**src/rtl/waveform_capture.sv**
```systemverilog
// Wishbone initiator: per sample arms the SPI master, polls status, reads the word, disarms, stores it to RAM.
// Latency: 5 bus transactions + idle gaps + (timer_spacing+1) cycles per sample; wb_ack wait states stall the sequence indefinitely.
module waveform_capture #(
    parameter logic [31:0] RAM_START_ADDR  = 32'h0000_0000,
    parameter logic [31:0] SPI_START_ADDR  = 32'h1000_0000,
    parameter int          COUNTER_MAX_WID = 16,
    parameter int          TIMER_WID       = 16
) (
    input  logic                       clk,
    input  logic                       rst_L,
    input  logic                       run,
    input  logic                       do_loop,
    input  logic [COUNTER_MAX_WID-1:0] buf_size,
    input  logic [TIMER_WID-1:0]       timer_spacing,
    output logic [COUNTER_MAX_WID-1:0] cntr,
    output logic [TIMER_WID-1:0]       timer,
    output logic                       ready,
    output logic                       finished,
    output logic [31:0]                wb_adr,
    output logic                       wb_cyc,
    output logic                       wb_stb,
    output logic                       wb_we,
    output logic [31:0]                wb_dat_w,
    output logic [3:0]                 wb_sel,
    input  logic [31:0]                wb_dat_r,
    input  logic                       wb_ack
);

    localparam logic [31:0] SPI_ARM_ADDR    = SPI_START_ADDR | 32'h0000_0004;
    localparam logic [31:0] SPI_RX_ADDR     = SPI_START_ADDR | 32'h0000_0008;
    localparam logic [31:0] SPI_STATUS_ADDR = SPI_START_ADDR | 32'h0000_0010;
    localparam logic [COUNTER_MAX_WID-1:0] CNT_ONE = COUNTER_MAX_WID'(1);
    localparam logic [TIMER_WID-1:0]       TMR_ONE = TIMER_WID'(1);

    typedef enum logic [2:0] {
        S_IDLE,
        S_ARM,
        S_POLL,
        S_READ,
        S_DISARM,
        S_STORE,
        S_WAIT,
        S_DONE
    } state_t;

    state_t                     state;
    logic [31:0]                sample_dat;
    logic [COUNTER_MAX_WID-1:0] last_idx;
    logic                       bus_state;
    logic                       bus_done;
    logic [31:0]                req_adr;
    logic                       req_we;
    logic [31:0]                req_dat;

    assign ready    = (state == S_IDLE);
    assign wb_sel   = 4'b1111;
    assign bus_done = wb_cyc & wb_ack;
    // Live compare: a buf_size shrunk below cntr lets the counter run to its natural wrap.
    assign last_idx = buf_size - CNT_ONE;

    always_comb begin
        bus_state = 1'b0;
        req_adr   = 32'h0;
        req_we    = 1'b0;
        req_dat   = 32'h0;
        case (state)
            S_ARM: begin
                bus_state = 1'b1;
                req_adr   = SPI_ARM_ADDR;
                req_we    = 1'b1;
                req_dat   = 32'h1;
            end
            S_POLL: begin
                bus_state = 1'b1;
                req_adr   = SPI_STATUS_ADDR;
            end
            S_READ: begin
                bus_state = 1'b1;
                req_adr   = SPI_RX_ADDR;
            end
            S_DISARM: begin
                bus_state = 1'b1;
                req_adr   = SPI_ARM_ADDR;
                req_we    = 1'b1;
            end
            S_STORE: begin
                bus_state = 1'b1;
                req_adr   = RAM_START_ADDR + (32'(cntr) << 2);
                req_we    = 1'b1;
                req_dat   = sample_dat;
            end
            default: ;
        endcase
    end

    always_ff @(posedge clk or negedge rst_L) begin
        if (!rst_L) begin
            state      <= S_IDLE;
            cntr       <= '0;
            timer      <= '0;
            finished   <= 1'b0;
            sample_dat <= 32'h0;
            wb_cyc     <= 1'b0;
            wb_stb     <= 1'b0;
            wb_we      <= 1'b0;
            wb_adr     <= 32'h0;
            wb_dat_w   <= 32'h0;
        end else begin
            // A bus state entered with cyc low launches its transaction; the cycle after
            // an ack therefore always sees cyc low, giving the mandatory idle gap.
            if (bus_state && !wb_cyc) begin
                wb_cyc   <= 1'b1;
                wb_stb   <= 1'b1;
                wb_adr   <= req_adr;
                wb_we    <= req_we;
                wb_dat_w <= req_dat;
            end else if (bus_done) begin
                wb_cyc <= 1'b0;
                wb_stb <= 1'b0;
                wb_we  <= 1'b0;
            end

            case (state)
                S_IDLE: begin
                    if (run) begin
                        cntr <= '0;
                        if (buf_size == '0) begin
                            state    <= S_DONE;
                            finished <= 1'b1;
                        end else begin
                            state <= S_ARM;
                        end
                    end
                end
                S_ARM: begin
                    if (bus_done) state <= S_POLL;
                end
                S_POLL: begin
                    if (bus_done && wb_dat_r[1]) state <= S_READ;
                end
                S_READ: begin
                    if (bus_done) begin
                        sample_dat <= wb_dat_r;
                        state      <= S_DISARM;
                    end
                end
                S_DISARM: begin
                    if (bus_done) state <= S_STORE;
                end
                S_STORE: begin
                    if (bus_done) begin
                        timer <= '0;
                        state <= S_WAIT;
                    end
                end
                S_WAIT: begin
                    if (timer == timer_spacing) begin
                        timer <= '0;
                        if (!run) begin
                            state <= S_IDLE;
                        end else if (cntr == last_idx) begin
                            if (do_loop) begin
                                cntr  <= '0;
                                state <= S_ARM;
                            end else begin
                                state    <= S_DONE;
                                finished <= 1'b1;
                            end
                        end else begin
                            cntr  <= cntr + CNT_ONE;
                            state <= S_ARM;
                        end
                    end else begin
                        timer <= timer + TMR_ONE;
                    end
                end
                S_DONE: begin
                    if (!run) begin
                        finished <= 1'b0;
                        state    <= S_IDLE;
                    end
                end
                default: state <= S_IDLE;
            endcase
        end
    end

endmodule

```
**config.mk**
```make
export PLATFORM = sky130hd
export DESIGN_NAME = waveform_capture
export DESIGN_NICKNAME = d
export VERILOG_FILES = /design/src/rtl/waveform_capture.sv
export SDC_FILE = /design/constraint.sdc
export NUM_CORES = 1
export LEC_CHECK = 0
export ABC_AREA = 1
export BUFFER_PORTS_ARGS = -buffer_cell sky130_fd_sc_hd__buf_2
export CAP_MARGIN = 15
export CELL_PAD_IN_SITES_DETAIL_PLACEMENT = 2
export CELL_PAD_IN_SITES_GLOBAL_PLACEMENT = 2
export CORE_ASPECT_RATIO = 1.75
export CORE_MARGIN = 8
export CORE_UTILIZATION = 33
export DETAILED_ROUTE_END_ITERATION = 8
export HOLD_SLACK_MARGIN = 0.02
export PLACE_DENSITY = 0.91
export SYNTH_ARGS = -nofsm -noshare
export SYNTH_HDL_FRONTEND = slang
export SYNTH_SLANG_ARGS = --single-unit
```
**constraint.sdc**
```tcl
create_clock -name clk -period 4.1 [get_ports clk]
set_input_delay 0.615 -clock clk [delete_from_list [all_inputs] [get_ports clk]]
set_output_delay 0.615 -clock clk [all_outputs]
set_load 0.02 [all_outputs]
```
==> results.toml <==
[sta]
finalCritPeriodShare_pct = 62.7
timing.final.max_slew_violations = 0
finalSetupViolations = 0
worstMarginPinSlew_ns = 1.05
fmax_mhz = 389
rsz0062_at_grt = "false"
slew_headroom_pct = 30.0
min_period_ns = 2.57
finalHoldViolations = 0
timing.final.ws_setup_ns = 1.53
tns_ns = 0
hold_ws_ns = 0.351
skew_ns = 0.00702

[floorplanning]
std_cell_rows = 69
coreArea_sq_um = 20100
num_io_pins = 174
start_util_pct = 33.3
die_h_um = 205
die_x_um = 124
die_area_sq_um = 25300

[yosys]
synth_edf_count = 0
ys_seq_elements = 119
yosys.area.top_type_share_pct = 44.4
synth.area.top_cells = "dfrtp_1, nand2_1, mux2_2, inv_1, o21ai_0"
yosysTopAreaCell = "dfrtp_1"
yosysMostFrequentCell = "nand2_1"
synthFlopType = "dfrtp_1"
synth_commonest_cells = "nand2_1, dfrtp_1, inv_1"
ys_async_sr_fraction_pct = 100
synth_cell_types = 45
synthCells = 805
netlist_area_sq_um = 6700
ys_warn_count = 0
ys_seq_area_share_pct = 44.4
avgSynthCellArea_sq_um = 8.33

[layout]
design_area_sq_um = 8240
multi_input_area_sq_um = 3230
regArea_sq_um = 2980
nNetsFinal = 1028
syn2layout_area_growth_pct = 22.8
insertedDiodeCount = 0
fillers = 2312
instances_no_fill = 1213
final_util_pct = 40.9
drive_gt1_share_pct = 27.7

[route]
vias_per_cell = 5.09
drt.antenna.violating_nets = 0
dr.pass1.iters = 4
finalWirelength_mm = 25.5
routed-via-count = 6180
drt_drc_violations_left = 0
drtIter0Drc = 131
routedWlPerCell_um = 21.0

[cts]
cts_hold_buf = 0
insertion_delay_ns = 0.42
cts_tree = "built"
ctsHtreeMaxLevel = 4
numCtsBuffers = 17
root_buffer = "clkbuf_16"
cts_buffer_depth = 2
cts_num_sinks = 119
path_clk_slew_ns = 0.06
cts_resized = 0
cts_setup_buffers = 0

[pwr]
p_total_mw = 6.47
p_per_area_nw_per_um2 = 786
peakVddDrop_uv = 416
p_leak_nw = 4.06

[setup_path]
crit_chain = "inv_1 -> ha_1 -> nand2_1 -> nand2_2 -> buf_4 -> nand2_1 -> o21ai_0"
worstPathRequired_ns = 4.41
worstPathArrival_ns = 2.89
endpoint_kind = "register"
cpMaxStageDelayCell = "nand2_2"
path_max_fanout = 55
path_class = "register to register"
critPathMostFrequentCell = "nand2_1"
cpPeakStageDelay_ns = 0.76
cp-start-kind = "register"

[global_routing]
grt_antenna_before_repair = 1
grt_pass1_vias = 7254
grt_pass1_wl_mm = 39.8
grt-ovfl-total = 0
grt_max_degree = 73
track_usage_pct = 20.8

[place]
dpl_cell_area_sq_um = 7620
dp_slack_ns = 1.22
dp_hpwl_mm = 19.0
globalplace.congestion = 0.852
port-buffer-count = 154
placed_cells = 1181

[min_path]
hold_path.class = "input pin to async pin"

[run_status]
status = "completed"

[flow_run]
maxCapViolCount = 0
## where the power goes
part / internal [mW] / switching [mW]
registers: 1.67 / 0.457
clock network: 0.975 / 0.594
logic: 0.872 / 1.91
total: 3.51 / 2.96
## worst paths after layout
kind | start | end | slack [ns] | cells past startpoint
worst max-delay path | state[1]$_DFFE_PN0P_ | wb_dat_w[27]$_DFFE_PN0P_ | 1.53 | 7
worst min-delay path | rst_L | timer[8]$_DFFE_PN0P_ | 0.35 | 1
worst max register to register | state[1]$_DFFE_PN0P_ | wb_dat_w[27]$_DFFE_PN0P_ | 1.53 | 7
worst min register to register | finished$_DFFE_PN0P_ | finished$_DFFE_PN0P_ | 0.47 | 2
max in group asynchronous | rst_L | wb_dat_w[15]$_DFFE_PN0P_ | 2.89 | 2
min in group clk | wb_ack | wb_stb$_DFFE_PN0P_ | 0.40 | 2
## cell families (layout without fill, tap and decap cells)
family	Yosys count	in the layout	synth area share [%]
xor+xnor	47	47	6.25
compound gates	105	105	9.31
fa+ha+maj	7	7	1.31
mux	32	32	5.38
other cells	2	19	0.112
buf+inv	122	265	8.49
simple gates	371	371	24.7
flops	119	119	44.4
## layout make-up
class,count,area share [%]
multi-input combinational,581,39.2
inverter,74,3.40
timing repair buffer,159,10.0
clock inverter,14,2.11
sequential,119,36.2
clock buffer,18,5.33
tap,248,3.77
## routing by layer
layer / vias to the layer above / part of all wire, % / track usage [%]
met4: 2 / 4.8 / 11.5
met1: 3096 / 34 / 19.5
met5: - / 0.047 / 0
met3: 63 / 4.0 / 4.28
met2: 162 / 57 / 39.7
li1: 2857 / - / -
## cell usage in the layout (no fill, tap or decap), types with 19 or more instances in the layout
master,count
nand3_1,33
inv_1,72
conb_1,19
buf_2,153
mux2_2,32
nand2_1,212
xnor2_1,21
dfrtp_1,119
xor2_1,25
o21ai_0,54
nor2_1,64
## critical path: cells and delay by family, from the launching register on
family                   cells  cell delay, ns
AND/OR/NAND/NOR              3            0.93
buffers and inverters        2            0.62
flip-flops                   1            0.46
adder cells (fa/ha/maj)      1            0.30
AO/OA/AOI/OAI                1            0.13
## flip-flops by register name, indices dropped and copies added (netlist names)
signal,count
cntr,16
finished,1
sample_dat,32
state,3
timer,16
wb_adr,17
wb_dat_w,32
wb_stb,1
wb_we,1
(Power assumes the default switching activity.)
